**src/rtl/mmio_io_bank.sv**
```systemverilog
// mmio_io_bank
// Memory-mapped I/O bank that sits beside the data memory. It provides
// N_OUT writable output registers and N_IN synchronised input channels.
// Each input channel has a sticky change flag. A maskable level interrupt
// is raised from those flags.
//
// Ports:
//   clk      - system clock, rising edge
//   rst      - asynchronous active-low reset
//   addr     - byte address (ULA result)
//   wdata    - store data
//   we       - store strobe
//   rdata    - combinational read data (0 outside the window)
//   hit      - addr lies inside the register window
//   in_data  - asynchronous inputs, channel i at [i*DW +: DW]
//   out_data - output registers, register k at [k*DW +: DW]
//   irq      - |(FLAGS & MASK)
//
// Register map (offset = addr - BASE):
//   0 .. N_OUT-1             OUT[k]  read/write
//   N_OUT .. N_OUT+N_IN-1    IN[i]   read-only, synchronised value
//   N_OUT+N_IN               FLAGS   change flags, write-1-to-clear
//   N_OUT+N_IN+1             MASK    interrupt mask
module mmio_io_bank #(
   parameter int unsigned    DW      = 8,
   parameter int unsigned    AW      = 8,
   parameter int unsigned    N_OUT   = 2,
   parameter int unsigned    N_IN    = 2,
   parameter logic [AW-1:0]  BASE    = 8'hF0,
   parameter logic [DW-1:0]  OUT_RST = '0
) (
   input  logic                  clk,
   input  logic                  rst,
   input  logic [AW-1:0]         addr,
   input  logic [DW-1:0]         wdata,
   input  logic                  we,
   output logic [DW-1:0]         rdata,
   output logic                  hit,
   input  logic [N_IN*DW-1:0]    in_data,
   output logic [N_OUT*DW-1:0]   out_data,
   output logic                  irq
);

   localparam logic [AW-1:0] FLAGS_OFF = AW'(N_OUT + N_IN);
   localparam logic [AW-1:0] MASK_OFF  = AW'(N_OUT + N_IN + 1);

   logic [DW-1:0]   out_reg [N_OUT];
   logic [DW-1:0]   sync1   [N_IN];
   logic [DW-1:0]   sync2   [N_IN];
   logic [DW-1:0]   sync3   [N_IN];
   logic [N_IN-1:0] flags;
   logic [N_IN-1:0] mask;
   logic [1:0]      warm_cnt;

   logic [AW-1:0]   off;
   logic            wr_en;
   logic            warm;
   logic [N_IN-1:0] set;
   logic [N_IN-1:0] clr;

   // ------------------------------------------------------------------
   // Address decode
   // ------------------------------------------------------------------
   assign off   = addr - BASE;
   assign hit   = (addr >= BASE) && (off <= MASK_OFF);
   assign wr_en = we && hit;

   // Flag setting is enabled only once the registered counter holds 3.
   // The chain's reset-to-0 state produces one spurious s2/s3 difference
   // that is consumed on the third edge after release, so it never reaches
   // FLAGS.
   assign warm = (warm_cnt == 2'd3);

   always_comb begin
      set = '0;
      for (int unsigned i = 0; i < N_IN; i++) begin
         set[i] = warm && (sync2[i] != sync3[i]);
      end
   end

   assign clr = (wr_en && (off == FLAGS_OFF)) ? wdata[N_IN-1:0] : '0;

   // ------------------------------------------------------------------
   // State
   // ------------------------------------------------------------------
   always_ff @(posedge clk or negedge rst) begin
      if (!rst) begin
         for (int unsigned k = 0; k < N_OUT; k++) begin
            out_reg[k] <= OUT_RST;
         end
         for (int unsigned i = 0; i < N_IN; i++) begin
            sync1[i] <= '0;
            sync2[i] <= '0;
            sync3[i] <= '0;
         end
         flags    <= '0;
         mask     <= '0;
         warm_cnt <= '0;
      end else begin
         for (int unsigned k = 0; k < N_OUT; k++) begin
            if (wr_en && (off == AW'(k))) begin
               out_reg[k] <= wdata;
            end
         end
         for (int unsigned i = 0; i < N_IN; i++) begin
            sync1[i] <= in_data[i*DW +: DW];
            sync2[i] <= sync1[i];
            sync3[i] <= sync2[i];
         end
         // Set wins over a same-edge clear.
         flags <= (flags & ~clr) | set;
         if (wr_en && (off == MASK_OFF)) begin
            mask <= wdata[N_IN-1:0];
         end
         if (warm_cnt != 2'd3) begin
            warm_cnt <= warm_cnt + 2'd1;
         end
      end
   end

   // ------------------------------------------------------------------
   // Read mux and outputs
   // ------------------------------------------------------------------
   always_comb begin
      rdata = '0;
      if (hit) begin
         for (int unsigned k = 0; k < N_OUT; k++) begin
            if (off == AW'(k)) begin
               rdata = out_reg[k];
            end
         end
         for (int unsigned i = 0; i < N_IN; i++) begin
            if (off == AW'(N_OUT + i)) begin
               rdata = sync2[i];
            end
         end
         if (off == FLAGS_OFF) begin
            rdata = DW'(flags);
         end
         if (off == MASK_OFF) begin
            rdata = DW'(mask);
         end
      end
   end

   always_comb begin
      out_data = '0;
      for (int unsigned k = 0; k < N_OUT; k++) begin
         out_data[k*DW +: DW] = out_reg[k];
      end
   end

   assign irq = |(flags & mask);

endmodule

```
**config.mk**
```make
export PLATFORM = sky130hd
export DESIGN_NAME = mmio_io_bank
export DESIGN_NICKNAME = d
export VERILOG_FILES = /design/src/rtl/mmio_io_bank.sv
export SDC_FILE = /design/constraint.sdc
export NUM_CORES = 1
export LEC_CHECK = 0
export CORE_MARGIN = 3
export CORE_UTILIZATION = 49
export CTS_CLUSTER_SIZE = 16
export DETAILED_ROUTE_END_ITERATION = 8
export PLACE_DENSITY_LB_ADDON = 0.25
export SETUP_SLACK_MARGIN = 0.15
export SYNTH_ARGS = -nofsm -noshare
export SYNTH_HDL_FRONTEND = slang
export SYNTH_SLANG_ARGS = --single-unit
```
**constraint.sdc**
```tcl
create_clock -name clk -period 1.34 [get_ports clk]
set_input_delay 0.201 -clock clk [delete_from_list [all_inputs] [get_ports clk]]
set_output_delay 0.201 -clock clk [all_outputs]
set_load 0.03 [all_outputs]
```
==> results of run 1 <==
[metal layers]
layer  vias to the layer above  part of all wire (%)
met4                         0                   3.8
met5                         -                     0
met1                      1046                    37
met3                        35                   6.1
met2                       105                    53
li1                        827                     -
[path summary, 6_finish.rpt]
check                                 from           end  slack, ns  cells after the start
worst max-delay path              sync2[0]      rdata[0]      -0.56                      4
worst min-delay path            in_data[9]      sync1[1]       0.28                      1
worst max register to register    sync2[8]      flags[0]      -0.25                      7
worst min register to register   sync1[11]     sync2[11]       0.35                      0
max in group asynchronous              rst   out_data[8]       0.61                      3
min in group asynchronous              rst  out_data[11]       0.42                      3
[cell families after synthesis]
group	after synthesis	synth area share, %
flops	70	67.53
mux	31	16.74
simple gates	27	7.525
xor+xnor	17	5.740
compound gates	4	1.206
buf+inv	3	0.7715
fa+ha+maj	1	0.4823
[what timing repair did]
action | 4_1_cts | 5_1_grt
hold buffers | 1 | 0
endpoints found under the hold margin | 70 | 0
buffers inserted | 7 | 21
endpoints found under the setup margin | 46 | 43
cloned | 1 | 0
gates resized for setup | 233 | 48
pin swaps | 19 | 11
[flip-flops by register name (all words and copies together), names as in the netlist]
signal	cells
sync3	16
flags	2
sync1	16
warm_cnt	2
out_data	16
mask	2
sync2	16
[power breakdown]
part	total [W]	internal [W]	switching [W]
Combinational	0.000739	0.000413	0.000325
Clock	0.00189	0.00109	0.000797
Sequential	0.00228	0.00222	0.0000680
[stage by stage]
step	util (%)	setup WS (ns)	area, sq um	instances	hold WS (ns)
after global routing	91.26	-0.5648	4482	370	0.2825
final	91.26	-0.5558	4482	370	0.2834
after CTS	84.33	-0.4506	4141	350	0.2816
after detailed placement	74.73	-1.067	3670	325	0.2513
after global placement	74.73	-1.023	3670	325	0.2383
after floorplan	-	-0.04271	2638	153	-0.09459
[final cells by class]
type                    instances  area share, %
flip-flops and latches         70          39.53
well taps                      67          1.870
clock buffers                  10          3.071
clock inverters                 6          1.898
repair buffers                137          31.57
multi-input cells              80          22.05
[worst reg2reg max path, stage by stage, from the launching register on]
cell and delay [ns]:
dfrtp_1 0.41, buf_4 0.14, buf_4 0.12, buf_4 0.14, xor2_2 0.15, nor4_4 0.21
nand2_1 0.11, a22o_1 0.20
[placed cells by master (no fill, tap or decap), drive strengths merged]
| cell type | instances |
|---|---|
| xor2 | 16 |
| nand2 | 4 |
| dfrtp | 70 |
| dlygate4sd2 | 1 |
| clkdlybuf4s50 | 24 |
| clkbuf | 12 |
| nor2 | 5 |
| a21oi | 1 |
| mux2 | 19 |
| nor3 | 1 |
| buf | 109 |
| bufinv | 2 |
| mux2i | 4 |
| and2 | 6 |
| clkinvlp | 2 |
| ha | 1 |
| dlygate4sd3 | 1 |
| and3 | 1 |
| or2 | 1 |
| xnor2 | 1 |
| mux4 | 8 |
| nor4 | 4 |
| clkinv | 2 |
| nor3b | 1 |
| a22o | 3 |
| and3b | 1 |
| nand4 | 3 |
==> out/results.ini, run 1 <==
[sta]
maxSlewHeadroom_pct = 75.74
layout_setup_ws_ns = -0.5558
rsz0062_at_grt = true
max_freq_mhz = 527.5
fin_crit_sh_pct = 141.5
setup_viol = 11
min_period_ns = 1.896
tns_ns = -3.920
tightestPinTransition_ns = 0.3639
hold_viol_final = 0
drv_slew = 0
fin_worst_skew_ns = 0.01247

[yosys]
synth_nets = 189
synth_cell_type_count = 24
avgSynthCellArea_sq_um = 16.95
synthArstFlopShare_pct = 100.0
yosysTopAreaCell = dfrtp_1
synth_edf_count = 0
synth_area_leaders = dfrtp_1, mux2_2, mux4_2, xor2_1, and2_2
syn_area_sq_mm = 0.002594
synth_top_area_share_pct = 67.53
yosysMostFrequentCell = dfrtp_1
synth_seq_cells = 70
syn_inst = 153
netlist_top_cells_count = dfrtp_1, mux2_2, xor2_1
yosysWarningCount = 0
yosys_most_used_dff = dfrtp_1
synth-seq-area-share_pct = 67.53

[grt]
grt_start_max_net_pins = 71
grt_pass1_wl_mm = 11.53
grt.overflow.total = 0
grt_util_all_layers_pct = 25.98
busiest_layer = met2
grtUsageMet2_pct = 45.59
grtUsageMet1_pct = 30.28
antenna_found_initial = 0
grtUsageMet3_pct = 5.329
grt_pass1_vias = 2153

[route]
ant_nets = 0
drt-total-wl_mm = 9.094
dr.first_iter.drc_count = 88
wire_per_inst_um = 24.58
viasPerCell = 5.441
post-route-drc-count = 0
vias = 2013
firstDrtPassIters = 4

[flow_run]
drv_cap = 0

[place]
place_hpwl_mm = 4.465
place.gp.congestion = 0.8003
io_buffers = 60

[layout]
multi_input_area_sq_um = 988.4
fillers = 160
seq_area_sq_mm = 0.001772
nNetsFinal = 334
drive_gt1_share_pct = 65.02
antenna_cells = 0
syn2layout_area_growth_pct = 72.79

[critical_path]
cp_data_required_time_ns = 1.14
critPathMaxFanout = 2
crit_buf_inv = 1
critPathCaptureType = primary output
slowest_stage = mux4_2
slowest_delay_ns = 0.48
path_delay_family = multiplexers
cp-start-kind = register
worstPathCellList = mux4_2 > mux2i_1 > nor2_2 > buf_6
arrival_ns = 1.69
worstSetupPathType = reg -> out

[clocking]
cts_buffer_depth = 2
tritoncts = done
root_buffer = clkbuf_8
htree_levels = 3
cts.clk_slew.worst_paths_ns = 0.08
cts_sinks = 70
insertion_delay_ns = 0.35
cts_buffers = 9

[power]
power_density_mw_per_mm2 = 1096
finalPower_w = 0.004911
p_leak_nw = 2.037
worst_ir_drop_vdd_mv = 1.052

[floorplanning]
die_x_um = 78.76
die_area_sq_mm = 0.006202
die_h_um = 78.76
core_region_area_sq_mm = 0.004911
rows = 25
ios = 61
initial_utilization_pct = 52.82

[status]
status = finished, violations left
violations = setup timing

[hold_path]
hold_class = in -> reg

(Power assumes the default switching activity.)
==> run 2, diff against run 1 <==
- CTS_CLUSTER_DIAMETER: unset -> 50
- SETUP_SLACK_MARGIN: 0.15 -> unset
==> out/results.ini, run 2 (synthesis gave the netlist of run 1 again) <==
[floorplanning]
core_region_area_sq_mm = 0.004911
die_h_um = 78.76
initial_utilization_pct = 52.82
die_area_sq_mm = 0.006202
ios = 61
rows = 25
die_x_um = 78.76

[critical_path]
slowest_delay_ns = 0.47
critPathCaptureType = primary output
slowest_stage = mux4_2
critPathMaxFanout = 2
cp_data_required_time_ns = 1.14
worstPathCellList = mux4_2 > mux2i_1 > nor2_2 > buf_6
cp-start-kind = register
arrival_ns = 1.60
worstSetupPathType = reg -> out

[flow_run]
drv_cap = 0

[place]
io_buffers = 60
place.gp.congestion = 0.8897
place_hpwl_mm = 4.070
dp_cells = 325

[sta]
max_freq_mhz = 554.4
fin_worst_skew_ns = 0.01021
hold_viol_final = 0
layout_setup_ws_ns = -0.4636
rsz0062_at_grt = true
setup_viol = 13
tightestPinTransition_ns = 0.3530
drv_slew = 0
fin_crit_sh_pct = 134.6
min_period_ns = 1.804
hold_slack_ns = 0.2984
maxSlewHeadroom_pct = 76.47

[grt]
grt_util_all_layers_pct = 21.67
grt.overflow.total = 0
grt_pass1_wl_mm = 9.832
grt_start_max_net_pins = 71
antenna_found_initial = 0
grt_pass1_vias = 1969

[power]
worst_ir_drop_vdd_mv = 0.9300
power_density_mw_per_mm2 = 1091
p_leak_nw = 1.896

[route]
wire_per_inst_um = 17.93
vias = 1765
ant_nets = 0
firstDrtPassIters = 4
dr.first_iter.drc_count = 86
viasPerCell = 5.014
post-route-drc-count = 0
drt-total-wl_mm = 6.311

[status]
violations = setup timing
status = finished, violations left

[clocking]
htree_levels = 3
tritoncts = done
cts_buffers = 9
cts_buffer_depth = 2
root_buffer = clkbuf_8
cts.clk_slew.worst_paths_ns = 0.07
insertion_delay_ns = 0.34
cts_sinks = 70

[layout]
finalNonFillerCells = 352
layout_commonest_cell = dfrtp_1
nNetsFinal = 316
antenna_cells = 0
layout_common_cells = dfrtp_1, buf_4, clkdlybuf4s50_1, buf_6, buf_2
drive_gt1_share_pct = 58.60
syn2layout_area_growth_pct = 54.70

[hold_path]
hold_class = in -> reg

==> run 2: path summary, 6_finish.rpt <==
| check | start | endpoint | slack, ns | cells past startpoint |
|---|---|---|---|---|
| min reg2reg | sync1[10] | sync2[10] | 0.35 | 0 |
| min | in_data[0] | sync1[8] | 0.30 | 1 |
| max in group asynchronous | rst | out_data[15] | 0.62 | 3 |
| max reg2reg | sync2[0] | flags[1] | -0.14 | 6 |
| max | sync2[0] | rdata[0] | -0.46 | 4 |
| min in group asynchronous | rst | sync2[11] | 0.41 | 3 |
==> run 2: metrics by stage <==
stage | setup TNS (ns) | area (sq um) | worst slack, ns | total power, W | util (%)
after floorplan | -0.1069 | 2626 | -0.04271 | 0.002492 | -
after global placement | -18.42 | 3664 | -1.025 | 0.002810 | 74.60
after detailed placement | -19.44 | 3664 | -1.063 | 0.002834 | 74.60
after CTS | -3.055 | 3895 | -0.4408 | 0.004342 | 79.31
after global routing | -3.799 | 4013 | -0.5226 | 0.004544 | 81.71
final | -3.233 | 4013 | -0.4636 | 0.004377 | 81.71
==> run 2: timing repair <==
action	in CTS	in global routing
resized for setup	171	16
endpoints found under the setup margin	45	15
hold endpoints to repair	70	0
setup buffers	6	7
hold buffers	1	0
cloned	1	0
pin swaps	19	9
==> run 2: final cells by class <==
cell class              instances  area (sq um)
clock buffers                  15         176.4
fillers                       280         898.4
well taps                      67         83.83
clock inverters                 1         5.005
multi-input cells              80         912.1
repair buffers                119          1064
flip-flops and latches         70          1772
==> run 2: critical path: cells and delay by family, from the launching register on <==
kind | cells | cell delay, ns
buffers and inverters | 1 | 0.14
AND/OR/NAND/NOR | 1 | 0.06
multiplexers | 2 | 0.66
flip-flops | 1 | 0.40
==> run 2: per-layer routing <==
metal | vias to the layer above | track usage (%) | wire length (um)
met5 | - | 0 | 0
met4 | 0 | 10.49 | 149
met3 | 16 | 4.875 | 279
met2 | 54 | 37.44 | 3415
met1 | 897 | 25.61 | 2466
li1 | 798 | - | -
==> run 2: report_power, final <==
part	switching, W	internal (W)	total, W
combinational	0.000259	0.000321	0.000580
clock	0.000707	0.000824	0.00153
sequential	0.0000494	0.00222	0.00227
total	0.00102	0.00336	0.00438
